--- config.mk ---
export PLATFORM = sky130hd
export DESIGN_NAME = alu_stage_ctrl
export DESIGN_NICKNAME = d
export VERILOG_FILES = /design/src/rtl/alu_stage_ctrl.sv
export SDC_FILE = /design/constraint.sdc
export NUM_CORES = 1
export LEC_CHECK = 0
export ABC_AREA = 1
export BUFFER_PORTS_ARGS = -buffer_cell sky130_fd_sc_hd__buf_4
export CORE_AREA = 2 2 49 51
export DETAILED_ROUTE_END_ITERATION = 8
export DIE_AREA = 0 0 51 53
export PLACE_DENSITY = 0.7
export SYNTH_ARGS = -nofsm -noshare
export SYNTH_HDL_FRONTEND = slang
export SYNTH_SLANG_ARGS = --single-unit
--- constraint.sdc ---
create_clock -name Clk -period 1.8 [get_ports Clk]
set_input_delay 0.27 -clock Clk [delete_from_list [all_inputs] [get_ports Clk]]
set_output_delay 0.27 -clock Clk [all_outputs]
set_load 0.01 [all_outputs]
--- src/rtl/alu_stage_ctrl.sv ---
// Multi-cycle control FSM for the ALU stage: fetch, decode, execute, memory, write-back.
// Outputs are decoded from the registered state and the opcode latched in S_DECODE.
module alu_stage_ctrl (
  input  logic        Clk,
  input  logic        Reset_n,
  input  logic [31:0] Instr,
  input  logic        Zero,
  input  logic        Mem_Ack,
  output logic        IR_WrEn,
  output logic        PC_LdEn,
  output logic        PC_sel,
  output logic [1:0]  ImmExt,
  output logic        ALU_Bin_sel,
  output logic        lui,
  output logic [3:0]  ALU_func,
  output logic        RF_WrEn,
  output logic        RF_WrData_sel,
  output logic        MEM_WrEn,
  output logic        Mem_Req
);

  localparam int unsigned OP_W   = 6;
  localparam int unsigned FUNC_W = 4;

  localparam logic [OP_W-1:0] OP_RTYPE = 6'b100000;
  localparam logic [OP_W-1:0] OP_LI    = 6'b111000;
  localparam logic [OP_W-1:0] OP_LUI   = 6'b111001;
  localparam logic [OP_W-1:0] OP_ADDI  = 6'b110000;
  localparam logic [OP_W-1:0] OP_ANDI  = 6'b110010;
  localparam logic [OP_W-1:0] OP_ORI   = 6'b110011;
  localparam logic [OP_W-1:0] OP_BEQ   = 6'b000000;
  localparam logic [OP_W-1:0] OP_BNE   = 6'b000001;
  localparam logic [OP_W-1:0] OP_B     = 6'b111111;
  localparam logic [OP_W-1:0] OP_LW    = 6'b001111;
  localparam logic [OP_W-1:0] OP_SW    = 6'b011111;

  localparam logic [FUNC_W-1:0] ALU_ADD = 4'b0000;
  localparam logic [FUNC_W-1:0] ALU_SUB = 4'b0001;
  localparam logic [FUNC_W-1:0] ALU_AND = 4'b0010;
  localparam logic [FUNC_W-1:0] ALU_OR  = 4'b0011;

  localparam logic [1:0] IMM_SEXT    = 2'b00;
  localparam logic [1:0] IMM_ZEXT    = 2'b01;
  localparam logic [1:0] IMM_SEXT_SH = 2'b10;

  typedef enum logic [3:0] {
    S_IDLE,
    S_FETCH,
    S_DECODE,
    S_EXEC_R,
    S_EXEC_I,
    S_MEM_ADDR,
    S_MEM_RD,
    S_MEM_WR,
    S_WB,
    S_BRANCH,
    S_PCINC
  } state_t;

  state_t              state_q;
  logic [OP_W-1:0]     opcode_q;
  logic [OP_W-1:0]     instr_op;
  logic [FUNC_W-1:0]   instr_func;
  logic                unused_instr;

  assign instr_op     = Instr[31:26];
  assign instr_func   = Instr[3:0];
  assign unused_instr = ^Instr[25:4];

  // State sequencing and opcode latch; the decode target uses the live opcode
  // because the latch only takes effect at the end of S_DECODE.
  always_ff @(posedge Clk or negedge Reset_n) begin
    if (!Reset_n) begin
      state_q  <= S_IDLE;
      opcode_q <= '0;
    end else begin
      case (state_q)
        S_IDLE:   state_q <= S_FETCH;
        S_FETCH:  if (Mem_Ack) state_q <= S_DECODE;
        S_DECODE: begin
          opcode_q <= instr_op;
          case (instr_op)
            OP_RTYPE:                                  state_q <= S_EXEC_R;
            OP_LI, OP_LUI, OP_ADDI, OP_ANDI, OP_ORI:   state_q <= S_EXEC_I;
            OP_LW, OP_SW:                              state_q <= S_MEM_ADDR;
            OP_BEQ, OP_BNE, OP_B:                      state_q <= S_BRANCH;
            default:                                   state_q <= S_PCINC;
          endcase
        end
        S_EXEC_R:   state_q <= S_WB;
        S_EXEC_I:   state_q <= S_WB;
        S_MEM_ADDR: state_q <= (opcode_q == OP_LW) ? S_MEM_RD : S_MEM_WR;
        S_MEM_RD:   if (Mem_Ack) state_q <= S_WB;
        S_MEM_WR:   if (Mem_Ack) state_q <= S_PCINC;
        S_WB:       state_q <= S_FETCH;
        S_BRANCH:   state_q <= S_FETCH;
        S_PCINC:    state_q <= S_FETCH;
        default:    state_q <= S_IDLE;
      endcase
    end
  end

  // Moore output decode; IR_WrEn follows the fetch ack and PC_sel follows Zero in S_BRANCH.
  always_comb begin
    IR_WrEn       = 1'b0;
    PC_LdEn       = 1'b0;
    PC_sel        = 1'b0;
    ImmExt        = IMM_SEXT;
    ALU_Bin_sel   = 1'b0;
    lui           = 1'b0;
    ALU_func      = ALU_ADD;
    RF_WrEn       = 1'b0;
    RF_WrData_sel = 1'b0;
    MEM_WrEn      = 1'b0;
    Mem_Req       = 1'b0;
    case (state_q)
      S_FETCH: begin
        Mem_Req = 1'b1;
        IR_WrEn = Mem_Ack;
      end
      S_EXEC_R: begin
        ALU_Bin_sel = 1'b0;
        ALU_func    = instr_func;
      end
      S_EXEC_I: begin
        ALU_Bin_sel = 1'b1;
        case (opcode_q)
          OP_LUI:  lui = 1'b1;
          OP_ANDI: begin
            ImmExt   = IMM_ZEXT;
            ALU_func = ALU_AND;
          end
          OP_ORI: begin
            ImmExt   = IMM_ZEXT;
            ALU_func = ALU_OR;
          end
          default: ALU_func = ALU_ADD;
        endcase
      end
      S_MEM_ADDR: ALU_Bin_sel = 1'b1;
      S_MEM_RD: begin
        ALU_Bin_sel = 1'b1;
        Mem_Req     = 1'b1;
      end
      S_MEM_WR: begin
        ALU_Bin_sel = 1'b1;
        Mem_Req     = 1'b1;
        MEM_WrEn    = 1'b1;
      end
      S_WB: begin
        RF_WrEn       = 1'b1;
        PC_LdEn       = 1'b1;
        RF_WrData_sel = (opcode_q == OP_LW);
      end
      S_BRANCH: begin
        ALU_func = ALU_SUB;
        ImmExt   = IMM_SEXT_SH;
        PC_LdEn  = 1'b1;
        case (opcode_q)
          OP_BEQ:  PC_sel = Zero;
          OP_BNE:  PC_sel = ~Zero;
          default: PC_sel = 1'b1;
        endcase
      end
      S_PCINC: PC_LdEn = 1'b1;
      default: ;
    endcase
  end

endmodule

==> run metrics <==
status=finished clean; Final min period=1.71 ns; Final Max Tran Viols=0; CTS buffer count=3; DR vias=863; initial DRC count=10; initial core utilization=a little over a third; post-synthesis sequential area ratio=32.2%; final non-filler cell total=184; fillers=208; H-tree levels=1; gr usage total=13.9%; Worst Hold Path EP=opcode_q[4]$_DFFE_PN0P_; share of post-route cells with drive strength above 1=34.0%; worst slack, placed=0.324 ns; min setup slack post-route=0.0859 ns; EDFF count, synth=0; Synth Flop Type=dfrtp_1; RSZ-0062 raised after global routing=yes; Cells on Worst Hold Path=3; fmax=583 MHz; Worst-Margin Slew=0.250 ns; antenna viol nets, final=0; worst-skew pair later-pin latency=around 0.26 ns; global-route wire length before repair=2850 um; crit path DAT=~1.4 ns; LEAKAGE=0.000623 uW; GR Overflow Total=0; Synth top cells by count=nand2_1, inv_1, nor2_1; reg2reg start=state_q[1]$_DFFE_PN0P_; Inserted Diodes=0; DR pass1 iterations=4; vias in the first global route=750; antenna violations before repair=0; dpl cell area=just over 1000 sq um; CTS sink cnt=10; Post-Syn Instances=between 100 and 150; routed len/inst=approximately 10 um; die area=2700 sq um; # IOs=51; Syn Area/Cell=6.38 sq um; synth warn=0; Reg clk slew, reported paths=0.06 ns; Worst R2R End=state_q[0]$_DFFE_PN0P_; part of the cycle the worst path needs=95.2%; clock buffer depth=2; cell taking the most area after synthesis=dfrtp_1; synthesis-to-finish area growth=39.4%; core footprint=2150 sq um; Setup crit start=state_q[2]$_DFFE_PN0P_; startpoint types=flip-flop; ys async rst share=100%; CP endpoint kind=output port; CTS tree=yes; Port Buffers=28; Mapped Area=roughly 800 sq um; Critical Path RT=1.53 ns; synthesis-stage register bit count=10; Slew HR=between 80% and 90%; MaxCap Viol Count=0; share of the synthesized area in the top cell type=about a third; Tightest Hold Check Type=input pin to flip-flop; largest net degree at the start of global routing=11; CTS root buf=clkbuf_4; final wirelength=1840 um; DIE HEIGHT=53 um; critical path class=flip-flop to output port; Layout Skew=0.00120 ns; Synthesized Nets=158; Netlist cell types=24; die width=51 um; DP HPWL=1540 um; R2R cell count=6; Via density=between 4 and 5; setup violators final=0; placed insts=178; Final #Nets=194; routability congestion estimate=0.877; P per Cell Area=1320 nW/um^2; total power=1440 uW; Hold Vio Cnt, Final=0; row count=17; Fin Hold WS=between 0.2 and 0.25 ns; most common cell in the netlist=nand2_1; CP max FO=4; hold_sp=Instr[30]; post-route cell area=1080 sq um; leading post-synthesis cells by cell area=dfrtp_1, nand2_1, inv_1; flop2flop setup slack=0.49 ns; Worst VDD drop=624 uV; DRC Markers=0
cell type report:
class / count / area (sq um) / share of cell area (%)
Multi-Input combinational cell: 89 / 452 / 41.6
Sequential cell: 10 / 251 / 23.2
Timing Repair Buffer: 31 / 235 / 21.7
Inverter: 23 / 88.8 / 8.19
Tap cell: 28 / 35.0 / 3.23
Clock buffer: 3 / 22.5 / 2.08
logic make-up after synthesis:
family                 share of synthesized area [%]
and+or+nand+nor                                 41.3
buffers and inverters                           11.4
AOI/OAI and AO/OA                               15.1
DFF                                             32.2
sequential cells by signal, indices dropped and copies added, names as in the netlist:
name	count
state_q	4
opcode_q	6
worst max path at each step:
| stage | endpoint | slack, ns |
|---|---|---|
| after CTS | ALU_func[0] | 0.04 |
| after floorplan | ALU_func[0] | 0.45 |
| after global placement | ALU_func[0] | 0.35 |
| final | ALU_func[0] | 0.09 |
| after global routing | ALU_func[0] | -0.05 |
| after detailed placement | ALU_func[0] | 0.32 |
power breakdown:
group,switching [uW],total [uW],internal [uW]
clock,65.5,142,76.6
combinational,475,830,355
sequential,128,463,335
total,669,1440,767
critical path, stage by stage (launching register included):
cell	delay (ns)
dfrtp_1	0.41
inv_2	0.08
nor2_4	0.15
nand2_2	0.07
inv_1	0.06
nand3_2	0.08
o211ai_1	0.19
buf_4	0.15
routing by layer:
metal	up-vias	share of wire [%]	track usage (%)
met2	30	49	24.7
met4	0	2.2	9.01
met3	5	6.0	1.41
li1	452	-	-
met1	376	43	15.7
met5	-	0	0
through the flow:
stage               utilization, %  TNS [ns]
floorplan                        -         0
global placement              47.6         0
detailed placement            47.6         0
CTS                           49.2         0
global route                  50.5   -0.0503
finish                        50.5         0
cell usage in the layout, fill, tap and decap left out, types with 4 or more instances in the layout:
cell type  instances
nor2_2             5
nand2_1           34
inv_2              4
nand3_1            5
buf_4             30
inv_1             17
dfrtp_1            9
nor2_1            15
o21ai_0            4
a21oi_1            5
repair_timing:
item                       in CTS  in global routing
setup buffers                   0                  2
hold endpoints to repair       10                  0
setup endpoints to repair       0                  4
gates resized for setup         0                  5
hold buffers                    1                  0
Power figures use the tool's default switching activity.
